`src/rtl/cc_lane_speed_ticker.sv`:
```
// ---------------------------------------------------------------------------
// cc_lane_speed_ticker
//
// Multi-lane, level-dependent speed tick generator. Each object lane has its
// own free-running prescaler. A lane emits a one-cycle tick each time its
// counter wraps from its terminal count back to zero. The terminal count
// shrinks as the level rises and as the lane index rises, so higher levels and
// higher lanes move faster:
//   shift(L) = min(L-1, MAX_SHIFT)
//   TC[i]    = 2^(DATAWIDTH - shift(L) - i) - 1
//
// Ports
//   CLOCK_50        in   1           system clock, rising edge
//   RESET_InLow     in   1           asynchronous reset, active-low
//   enable_In       in   1           1 = counters run, 0 = hold (phase kept)
//   clear_In        in   1           synchronous restart of every lane counter
//   numLevel_In     in   3           current level code (valid 1..NUM_LEVELS)
//   tick_OutBUS     out  NUM_LANES   per-lane one-cycle tick, registered
//   levelValid_Out  out  1           registered "input level is in range"
//   count0_OutBUS   out  DATAWIDTH   lane 0 counter value, for observability
//
// Per-lane update priority, each clock:
//   1. clear or level change        -> cnt = 0, tick = 0
//   2. latched level out of range   -> cnt = 0, tick = 0
//   3. not enabled                  -> cnt holds, tick = 0
//   4. cnt == TC[i]                 -> cnt = 0, tick = 1
//   5. otherwise                    -> cnt = cnt + 1, tick = 0
// ---------------------------------------------------------------------------
module cc_lane_speed_ticker #(
    parameter int DATAWIDTH  = 25,
    parameter int NUM_LANES  = 4,
    parameter int NUM_LEVELS = 4,
    parameter int MAX_SHIFT  = 2
) (
    input  logic                 CLOCK_50,
    input  logic                 RESET_InLow,
    input  logic                 enable_In,
    input  logic                 clear_In,
    input  logic [2:0]           numLevel_In,
    output logic [NUM_LANES-1:0] tick_OutBUS,
    output logic                 levelValid_Out,
    output logic [DATAWIDTH-1:0] count0_OutBUS
);

    localparam logic [2:0]           MAX_LEVEL_W = 3'(NUM_LEVELS);
    localparam logic [2:0]           MAX_SHIFT_W = 3'(MAX_SHIFT);
    localparam logic [DATAWIDTH-1:0] ALL_ONES    = {DATAWIDTH{1'b1}};

    logic [2:0]           r_level_q;
    logic                 r_level_valid;
    logic [NUM_LANES-1:0] r_tick;
    logic [DATAWIDTH-1:0] r_cnt [NUM_LANES];

    logic                 w_chg;
    logic                 w_latched_ok;
    logic                 w_input_ok;
    logic [2:0]           w_level_m1;
    logic [2:0]           w_shift;
    logic [DATAWIDTH-1:0] w_tc [NUM_LANES];

    assign w_chg        = (numLevel_In != r_level_q);
    assign w_latched_ok = (r_level_q != 3'd0) && (r_level_q <= MAX_LEVEL_W);
    assign w_input_ok   = (numLevel_In != 3'd0) && (numLevel_In <= MAX_LEVEL_W);
    assign w_level_m1   = r_level_q - 3'd1;

    // Level 0 wraps w_level_m1 to 7 and gets capped; the value is irrelevant
    // because an invalid latched level forces every counter to zero anyway.
    always_comb begin
        w_shift = w_level_m1;
        if (w_level_m1 > MAX_SHIFT_W) begin
            w_shift = MAX_SHIFT_W;
        end
    end

    // 2^(DATAWIDTH-k)-1 is just the all-ones word shifted right by k, which
    // keeps the unused MSBs of the terminal count at zero.
    always_comb begin
        for (int i = 0; i < NUM_LANES; i++) begin
            w_tc[i] = ALL_ONES >> (int'(w_shift) + i);
        end
    end

    always_ff @(posedge CLOCK_50 or negedge RESET_InLow) begin
        if (!RESET_InLow) begin
            r_level_q     <= 3'd0;
            r_level_valid <= 1'b0;
            r_tick        <= '0;
            for (int i = 0; i < NUM_LANES; i++) begin
                r_cnt[i] <= '0;
            end
        end else begin
            r_level_q     <= numLevel_In;
            r_level_valid <= w_input_ok;
            for (int i = 0; i < NUM_LANES; i++) begin
                if (clear_In || w_chg || !w_latched_ok) begin
                    r_cnt[i]  <= '0;
                    r_tick[i] <= 1'b0;
                end else if (!enable_In) begin
                    r_tick[i] <= 1'b0;
                end else if (r_cnt[i] == w_tc[i]) begin
                    r_cnt[i]  <= '0;
                    r_tick[i] <= 1'b1;
                end else begin
                    r_cnt[i]  <= r_cnt[i] + 1'b1;
                    r_tick[i] <= 1'b0;
                end
            end
        end
    end

    assign tick_OutBUS    = r_tick;
    assign levelValid_Out = r_level_valid;
    assign count0_OutBUS  = r_cnt[0];

endmodule

```
`config.mk`:
```
export PLATFORM = sky130hd
export DESIGN_NAME = cc_lane_speed_ticker
export DESIGN_NICKNAME = d
export VERILOG_FILES = /design/src/rtl/cc_lane_speed_ticker.sv
export SDC_FILE = /design/constraint.sdc
export NUM_CORES = 1
export LEC_CHECK = 0
export ABC_AREA = 1
export CAP_MARGIN = 20
export CORE_UTILIZATION = 55
export DETAILED_ROUTE_END_ITERATION = 10
export PLACE_DENSITY = 0.76
export SLEW_MARGIN = 15
export SYNTH_ARGS = -nofsm -noshare
export SYNTH_HDL_FRONTEND = slang
export SYNTH_SLANG_ARGS = --single-unit
```
`constraint.sdc`:
```
create_clock -name CLOCK_50 -period 2.3 [get_ports CLOCK_50]
set_clock_uncertainty 0.15 [all_clocks]
set_input_delay 0.345 -clock CLOCK_50 [delete_from_list [all_inputs] [get_ports CLOCK_50]]
set_output_delay 0.345 -clock CLOCK_50 [all_outputs]
set_load 0.01 [all_outputs]
```
After elaboration in Yosys (flattened, before gate mapping)

Cells that the tools add are included.

Add/subtract/negate cells: 8
Magnitude comparators: 3
Eq/ne operators: 5
Shifts and indexed selects: 4
Mux-type cells: 25
Reduce and logical (&&, ||, !) cells: 8

Operators by type and width:

| kind                    | number |
|---|---|
| $mux W25                | 12 |
| $add A25 B1 Y25 const B | 4 |
| $eq A25 B25 Y1          | 4 |
| $shr A25 B4 Y25 const A | 3 |
| $shr A25 B3 Y25 const A | 1 |
| $mux W1                 | 12 |
| $add A3 B2 Y4 const B   | 2 |
| $le A3 B3 Y1 const B    | 2 |
| $reduce_bool A3 Y1      | 2 |
| $add A3 B1 Y4 const B   | 1 |
| $gt A3 B2 Y1 const B    | 1 |
| $mux W3                 | 1 |
| $ne A3 B3 Y1            | 1 |
| $sub A3 B1 Y3 const B   | 1 |
| $logic_and A1 B1 Y1     | 2 |
| $logic_or A1 B1 Y1      | 2 |
| $reduce_bool A2 Y1      | 1 |
| $logic_not A1 Y1        | 1 |

Flip-flop bits (word level): 108
Input port bits: 7
Output and inout bits: 30
Logic and storage cells: 60

Logic depth before layout (Yosys ltp)

Gate-level depths: netlist of the first run.

Word-level depth: 9
Gate-level depth with buffers: 13
Mapped depth without buffers: 13

Worst setup path after synthesis of the first run

No wires, ideal clock.

Kind: register -> register
From: register r_level_q[0]
To: register r_cnt[48] (netlist bit)
Library setup time: 0.117 ns
Data arrival time: 1.728 ns
Data required time: 2.033 ns
Path slack: 0.305 ns
Cell stages (with the launch flop): 13
Path buffers: 2
Clock period less this slack: 1.995 ns
Cell sequence: dfrtp_1 > inv_2 > ha_1 > buf_2 > inv_1 > nand3_1 > nand2_1 > nand2_1 > nor2_1 > nand2_1 > buf_2 > nand3_1 > nand2_1

Word-level cells in the longest chain between the ends: 9
Elaborated cells on any way between the ends: 17
Classes of those cells: add/sub: 2; order compare: 2; eq/ne: 2; shift: 1; mux: 4; reduce/logical: 6

Ends and longest elaborated chain:

| what                           | RTL line | source |
|---|---|---|
| start: declaration             | 49       | `logic [2:0] r_level_q;` |
| start signal: assignment       | 92       | `r_level_q <= numLevel_In;` |
| $sub A3 B1 Y3                  | 64       | `assign w_level_m1 = r_level_q - 3'd1;` |
| $gt A3 B2 Y1                   | 70       | `if (w_level_m1 > MAX_SHIFT_W) begin` |
| $mux W3                        | 70       |  |
| $add A3 B2 Y4                  | 79       | `w_tc[i] = ALL_ONES >> (int'(w_shift) + i);` |
| $shr A25 B4 Y25                | 79       |  |
| $eq A25 B25 Y1                 | 100      | `end else if (r_cnt[i] == w_tc[i]) begin` |
| $mux W25                       | 100      |  |
| $mux W25                       | 98       | `end else if (!enable_In) begin` |
| $mux W25                       | 95       | `if (clear_In \|\| w_chg \|\| !w_latched_ok) begin` |
| end signal: indexed assignment | 104      | `r_cnt[i] <= r_cnt[i] + 1'b1;` |
| end: declaration               | 52       | `logic [DATAWIDTH-1:0] r_cnt [NUM_LANES];` |

Several ways; a longest one is shown, not always the timed one. The select of a mux whose other input is x is not followed.
A chain may end at the register's enable or synchronous reset.

Worst setup path in the final report of the first run

From: register r_cnt[1] (netlist bit)
To: register r_cnt[15] (netlist bit)

Word-level cells in the longest chain between the ends: 4
Elaborated cells on any way between the ends: 5
Classes of those cells: add/sub: 1; eq/ne: 1; mux: 3

Ends and longest elaborated chain:

| what                                                     | RTL line |
|---|---|
| $add A25 B1 Y25 / $eq A25 B25 Y1 (equally long branches) | 104, 100 |
| $mux W25 *                                               | 100 |
| $mux W25 *                                               | 98 |
| $mux W25 *                                               | 95 |

Mark *: on every way between the ends. The rest lies on a longest branch, timed or not. The select of a mux whose other input is x is not followed.

==> summary.md, run 1 <==
| Metric | Value |
|---|---|
| Share of cells above drive strength 1 | 5.74% |
| Most used DFF post-synth | dfrtp_1 |
| Most frequent cells in the layout | 388 x nand2_1, 152 x nor2_1, 120 x nand3_1 |
| Largest buffer count on any clock path | 2 |
| DRC errors left | 0 |
| Die H | 117 µm |
| Post-synth ARST share | 100% |
| DP Worst Slack | 0.00369 ns |
| Crit start category | flip-flop |
| Initial core utilization | 56.7% |
| Final-stage net count | 1124 |
| Fin crit period | 2.09 ns |
| Row Count | 41 |
| Synthesis Warnings | 0 |
| Synthesized Nets | 1098 |
| IO Pins | 37 |
| Avg Synthesized Cell Area | 6.66 µm² |
| Die width | 117 µm |
| Arrival @ worst endpoint | 2.19 ns |
| Root Buffer | clkbuf_16 |
| P&R area growth vs syn | 12.3% |
| Fin Setup TNS | 0 ns |
| R2R setup slack | 0.21 ns |
| Rel. slew slack | 69.1% |
| Register area share after synthesis | 37.5% |
| Pleak | 3.82 nW |
| Critical path type | flip-flop to flip-flop |
| Cell variety after synth | 35 |
| H-tree levels | 3 |
| FF-to-FF End | r_cnt[15] |
| Max VDD drop | 530 µV |
| Total of max-cap violations | 0 |
| Clock Latency Late Sink | 0.36 ns |
| Status | complete, no violations |
| 1st-iter DRT viols | 474 |
| TritonCTS Sinks | 108 |
| Design area | 8100 µm² |
| CP Capture Type | flip-flop |
| GR Util All Layers | 27.9% |
| Final hold viol count | 0 |
| CP Max Fanout | 7 |
| Detailed placer's ending HPWL | 12.5 mm |
| Routed WL | 17.2 mm |
| CTS buffer count | 9 |
| Synth Instances | 1084 |
| FF-to-FF path depth | 10 |
| Reg clk slew, reported paths | 0.07 ns |
| Core Box Area | 12700 µm² |
| RSZ-0062 raised after global routing | false |
| Number of flops mapped to enable cells by yosys | 0 |
| #FFs+latches synth | 108 |
| Post-route ant nets | 0 |
| Yosys top cell by area | dfrtp_1 |
| Worst Max-Slew Pin Slew | 0.464 ns |
| Ranking of synthesized cells by area | dfrtp_1 37%, nand2_1 20%, nand3_1 8.5% |
| Number of global-route vias before repair | 6267 |
| Initial DRT Pass Iterations | 5 |
| Routability cong. | 0.905 |
| Most common cell after layout, fill and taps aside | nand2_1 |
| Worst hold-check path type | input port to asynchronous set/reset pin |
| Fmax | 477 MHz |
| Wire per inst | 13.4 µm |
| Total Power | 3.69 mW |
| DIE AREA | 13600 µm² |
| Drt via density | 5.21 |
| Pwr Density | 455 nW/µm² |
| Area fraction of the dominant cell type after synthesis | 37.5% |
| Final Cycle Share | 91.1% |
| Req. time, crit path | 2.39 ns |
| Setup Viol. Count Final | 0 |
| Post-Syn Area | 7210 µm² |
| Buffers on Ports | 36 |
| Reg2Reg Launch Point | r_cnt[1] |
| CTS tree | done |
| Largest net degree at the start of global routing | 52 |
| GR Overflow Total | 0 |
| Placed inst area | 7760 µm² |
| ANT cells | 0 |
| First-pass GRT wire length | 29.6 mm |
| Final WS setup | 0.206 ns |
| Fin. max-slew vios | 0 |
| Antenna violations before repair | 0 |
| Vias post-DR | 6709 |
-- worst max path at each step --
| stage | start | end |
|---|---|---|
| 3_3_place_gp | numLevel_In[1] | r_cnt[37] |
| 4_1_cts | r_level_q[1] | count0_OutBUS[0] |
| 5_1_grt | r_cnt[1] | r_cnt[15] |
| 6_report | r_cnt[1] | r_cnt[15] |
| 2_1_floorplan | r_level_q[0] | r_cnt[48] |
| 3_5_place_dp | numLevel_In[1] | count0_OutBUS[21] |
-- repair_timing --
item / CTS / global route
hold buffers: 1 / 0
hold endpoints to repair: 32 / 0
buffers inserted: 0 / 0
setup endpoints to repair: 2 / 36
gates resized for setup: 1 / 5
-- area by class of cell --
| type | count | area, µm² |
|---|---|---|
| Clock buffer | 12 | 256 |
| Timing Repair Buffer | 65 | 678 |
| Tap cell | 172 | 215 |
| Fill cell | 1196 | 4620 |
| Sequential cell | 108 | 2700 |
| Clock inverter | 4 | 47.5 |
| Multi-Input combinational cell | 826 | 3830 |
| Inverter | 100 | 375 |
-- sequential cells by signal (all words and copies together), names as in the netlist --
signal / flops
r_level_q: 3
tick_OutBUS: 4
r_cnt: 75
levelValid_Out: 1
count0_OutBUS: 25
-- Yosys cell counts (5+ instances only) --
| master | number |
|---|---|
| nand2_1 | 389 |
| o21ai_1 | 15 |
| buf_4 | 34 |
| nand3_1 | 122 |
| nand4_1 | 23 |
| nor3_1 | 6 |
| nor2_1 | 153 |
| inv_1 | 97 |
| xnor2_1 | 10 |
| ha_1 | 7 |
| dfrtp_1 | 108 |
| buf_2 | 10 |
| o22ai_1 | 5 |
| o21ai_0 | 23 |
| o21bai_1 | 5 |
| a21oi_1 | 11 |
| xor2_1 | 33 |
-- stage by stage --
stage / hold slack [ns] / cells / utilization [%]
2_1_floorplan: -0.101 / 1084 / -
3_3_place_gp: 0.177 / 1270 / 61.0
3_5_place_dp: 0.176 / 1270 / 61.0
4_1_cts: 0.336 / 1287 / 63.5
5_1_grt: 0.378 / 1287 / 63.7
6_report: 0.325 / 1287 / 63.7
-- worst max-delay path: stages, from the launching register on --
cell and delay, ns:
dfrtp_1 0.38, ha_1 0.18, nand2_1 0.08, nor2_1 0.18, nand2_1 0.15, nor2_4 0.18
nand2_1 0.16, nor2_1 0.17, nand3_2 0.17, nand3_1 0.12, nand2_1 0.05
-- cell families (layout without fill, tap and decap cells) --
kind of cell | count (synthesis) | in the layout | synth area share, %
DFF | 108 | 108 | 37.5
buffers and inverters | 150 | 181 | 9.85
xor gates and xnor gates | 43 | 43 | 5.22
adders and majority gates | 7 | 7 | 1.21
AOI/OAI and AO/OA | 67 | 67 | 5.19
and+or+nand+nor | 709 | 709 | 41.1
-- power breakdown --
part           internal [mW]  switching (mW)
clock                  0.901           0.690
combinational         0.0620           0.125
sequential              1.90         0.00433
-- metal layers --
layer / GRT usage (%) / vias to the layer above / share of wire [%]
met2: 46.4 / 146 / 47
met5: 0 / - / 0
met1: 37.3 / 3084 / 47
li1: - / 3463 / -
met4: 7.68 / 0 / 1.3
met3: 5.29 / 16 / 4.6
(Power assumes the default switching activity.)
==> inputs of run 2 (changes only) <==
--- a/config.mk
+++ b/config.mk
@@ -9,8 +9,9 @@
 export CAP_MARGIN = 20
 export CORE_UTILIZATION = 55
 export DETAILED_ROUTE_END_ITERATION = 10
-export PLACE_DENSITY = 0.76
-export SLEW_MARGIN = 15
+export PLACE_DENSITY = 0.84
+export SLEW_MARGIN = 10
 export SYNTH_ARGS = -nofsm -noshare
 export SYNTH_HDL_FRONTEND = slang
 export SYNTH_SLANG_ARGS = --single-unit
+export TNS_END_PERCENT = 30
==> run 2 against run 1 <==
Effect of this change: critical path type unchanged; design area shrank 0.65%; worst hold slack better by 0.00090 ns; core utilization shrank 0.41 points; count of clock-buffer cells in the layout did not move; critical endpoint is now r_cnt[36]; global-route usage rose by 0.31 points; wire length rose by 2.9%; first-iteration DRC count increased by 5.9%; sequential share of layout area increased by 0.22 points.
==> summary.md, run 2 (synthesis results as in run 1) <==
| Metric | Value |
|---|---|
| Status | complete, no violations |
| CTS tree | done |
| Share of cells above drive strength 1 | 5.66% (-0.080 points) |
| Arrival @ worst endpoint | 2.27 ns (+0.08 ns) |
| Total Power | 3.70 mW (+0.42%) |
| Buffers on Ports | 36 (unchanged) |
| DIE AREA | 13600 µm² (unchanged) |
| CTS buffer count | 9 (unchanged) |
| Crit start category | flip-flop |
| Final hold viol count | 0 (unchanged) |
| GR Util All Layers | 28.2% (+0.31 points) |
| Post-route ant nets | 0 (unchanged) |
| Clock Latency Late Sink | 0.36 ns (about the same) |
| Worst path cell trace | inv_1 > ha_2 > nor2_1 > nor2_2 > nand3_1 > nand2_1 > nand2_1 > nor2_1 > nand2_4 > nand3_1 > nand2_1 |
| Most common cell after layout, fill and taps aside | nand2_1 |
| Pwr Density | 460 nW/µm² (+1.1%) |
| Sum of buffers and inverters on the critical path | 1 (+1) |
| Detailed placer's ending HPWL | 12.7 mm (+1.7%) |
| Max VDD drop | 431 µV (-19%) |
| Die width | 117 µm (unchanged) |
| Largest delay contributor family on the critical path | simple AND/OR/NAND/NOR gates |
| DRC errors left | 0 (unchanged) |
| DP Worst Slack | -0.0721 ns (-0.0758 ns) |
| Largest register by flop count | r_cnt |
| Routed WL | 17.8 mm (+2.9%) |
| Worst Max-Slew Pin Slew | 0.562 ns (+0.0986 ns) |
| Drt via density | 5.36 (+2.9%) |
| Critical path type | flip-flop to flip-flop |
| CP Max Fanout | 14 (+7) |
| Hold WS | 0.326 ns (+0.000896 ns) |
| 1st-iter DRT viols | 502 (+5.9%) |
| Slowest cell on crit path | ha_2 |
| Worst hold-check path type | input port to asynchronous set/reset pin |
| Total of max-cap violations | 0 (unchanged) |
| H-tree levels | 3 (unchanged) |
| Number of global-route vias before repair | 6433 (+2.6%) |
| Fmax | 462 MHz (-3.3%) |
| Max reg flops | 75 (unchanged) |
| IO Pins | 37 (unchanged) |
| Antenna violations before repair | 0 (unchanged) |
| Setup Viol. Count Final | 0 (unchanged) |
| Fin crit period | 2.17 ns (+0.0721 ns) |
| Core Box Area | 12700 µm² (unchanged) |
| Reg clk slew, reported paths | 0.07 ns (about the same) |
| Final-stage net count | 1123 (-0.089%) |
| GR Overflow Total | 0 (unchanged) |
| Vias post-DR | 6894 (+2.8%) |
| P&R area growth vs syn | 11.6% |
| Largest net degree at the start of global routing | 58 (+12%) |
| FF-to-FF End | r_cnt[36] |
| TritonCTS Sinks | 108 (unchanged) |
| Initial DRT Pass Iterations | 7 (+2) |
| ANT cells | 0 (unchanged) |
| Most frequent cells in the layout | 387 x nand2_1, 151 x nor2_1, 121 x nand3_1 |
| Fin. max-slew vios | 0 (unchanged) |
| Final WS setup | 0.134 ns (-0.0721 ns) |
| Critical Path Max Stage Delay | 0.42 ns (+0.04 ns) |
| First-pass GRT wire length | 29.7 mm (+0.63%) |
| Top cell by count, worst path | nand2_1 |
| Root Buffer | clkbuf_16 |
| R2R setup slack | 0.13 ns (-0.07 ns) |
| Final Cycle Share | 94.2% (+3.1 points) |
| CP Capture Type | flip-flop |
| Reg2Reg Launch Point | r_level_q[1] |
| Rel. slew slack | 62.4% (-6.7 points) |
| FF-to-FF path depth | 11 (+1) |
| Pleak | 3.81 nW (-0.36%) |
| Largest buffer count on any clock path | 2 (unchanged) |
| Die H | 117 µm (unchanged) |
| Row Count | 41 (unchanged) |
| Initial core utilization | 56.7% (unchanged) |
| Wire per inst | 13.8 µm (+3.1%) |
| Routability cong. | 0.949 (+4.9%) |
| Req. time, crit path | 2.40 ns (about the same) |
-- run 2: changes by cell type in the layout (fill, tap and decap cells not counted), sizes merged --
cell and delta:
nand2 +1, buf -2, clkinv -1
-- run 2: power by group --
part	leakage (nW)	switching, mW	internal (mW)
Sequential	1.50	0.00410	1.90
Combinational	2.16	0.125	0.0577
Clock	0.145	0.710	0.901
Total	3.81	0.839	2.86
-- run 2: per-stage QoR --
| stage | area (µm²) | util [%] | instances | setup TNS [ns] |
|---|---|---|---|---|
| 2_1_floorplan | 7210 | - | 1084 | 0 |
| 3_3_place_gp | 7710 | 60.6 | 1268 | 0 |
| 3_5_place_dp | 7710 | 60.6 | 1268 | -0.549 |
| 4_1_cts | 8030 | 63.1 | 1284 | 0 |
| 5_1_grt | 8050 | 63.3 | 1285 | -0.212 |
| 6_report | 8050 | 63.3 | 1285 | 0 |
-- run 2: cell type report --
| cell class | instances | area, µm² |
|---|---|---|
| fillers | 1172 | 4670 |
| multi-input cells | 827 | 3830 |
| flip-flops and latches | 108 | 2700 |
| repair buffers | 63 | 626 |
| inverters | 100 | 375 |
| clock buffers | 12 | 256 |
| well taps | 172 | 215 |
| clock inverters | 3 | 46.3 |
-- run 2: what timing repair did --
item,in CTS,in global routing
resized for setup,2,6
hold endpoints to repair,33,0
pin swaps,0,1
setup endpoints to repair,15,37
hold buffers,1,0
cloned,0,1
buffers inserted,0,0
-- run 2: metal layers --
layer	GRT usage, %	routed length, µm
met5	0	0
met4	8.44	318
met3	5.81	1070
met2	48.8	8480
met1	35.6	7890
-- run 2: worst max path at each step --
stage	startpoint	endpoint	cells after the start
2_1_floorplan	r_level_q[0]	r_cnt[48]	12
4_1_cts	r_level_q[1]	r_cnt[36]	11
5_1_grt	r_level_q[1]	count0_OutBUS[15]	11
6_report	r_level_q[1]	r_cnt[36]	11
3_5_place_dp	r_level_q[1]	r_cnt[36]	11
3_3_place_gp	numLevel_In[1]	count0_OutBUS[21]	9
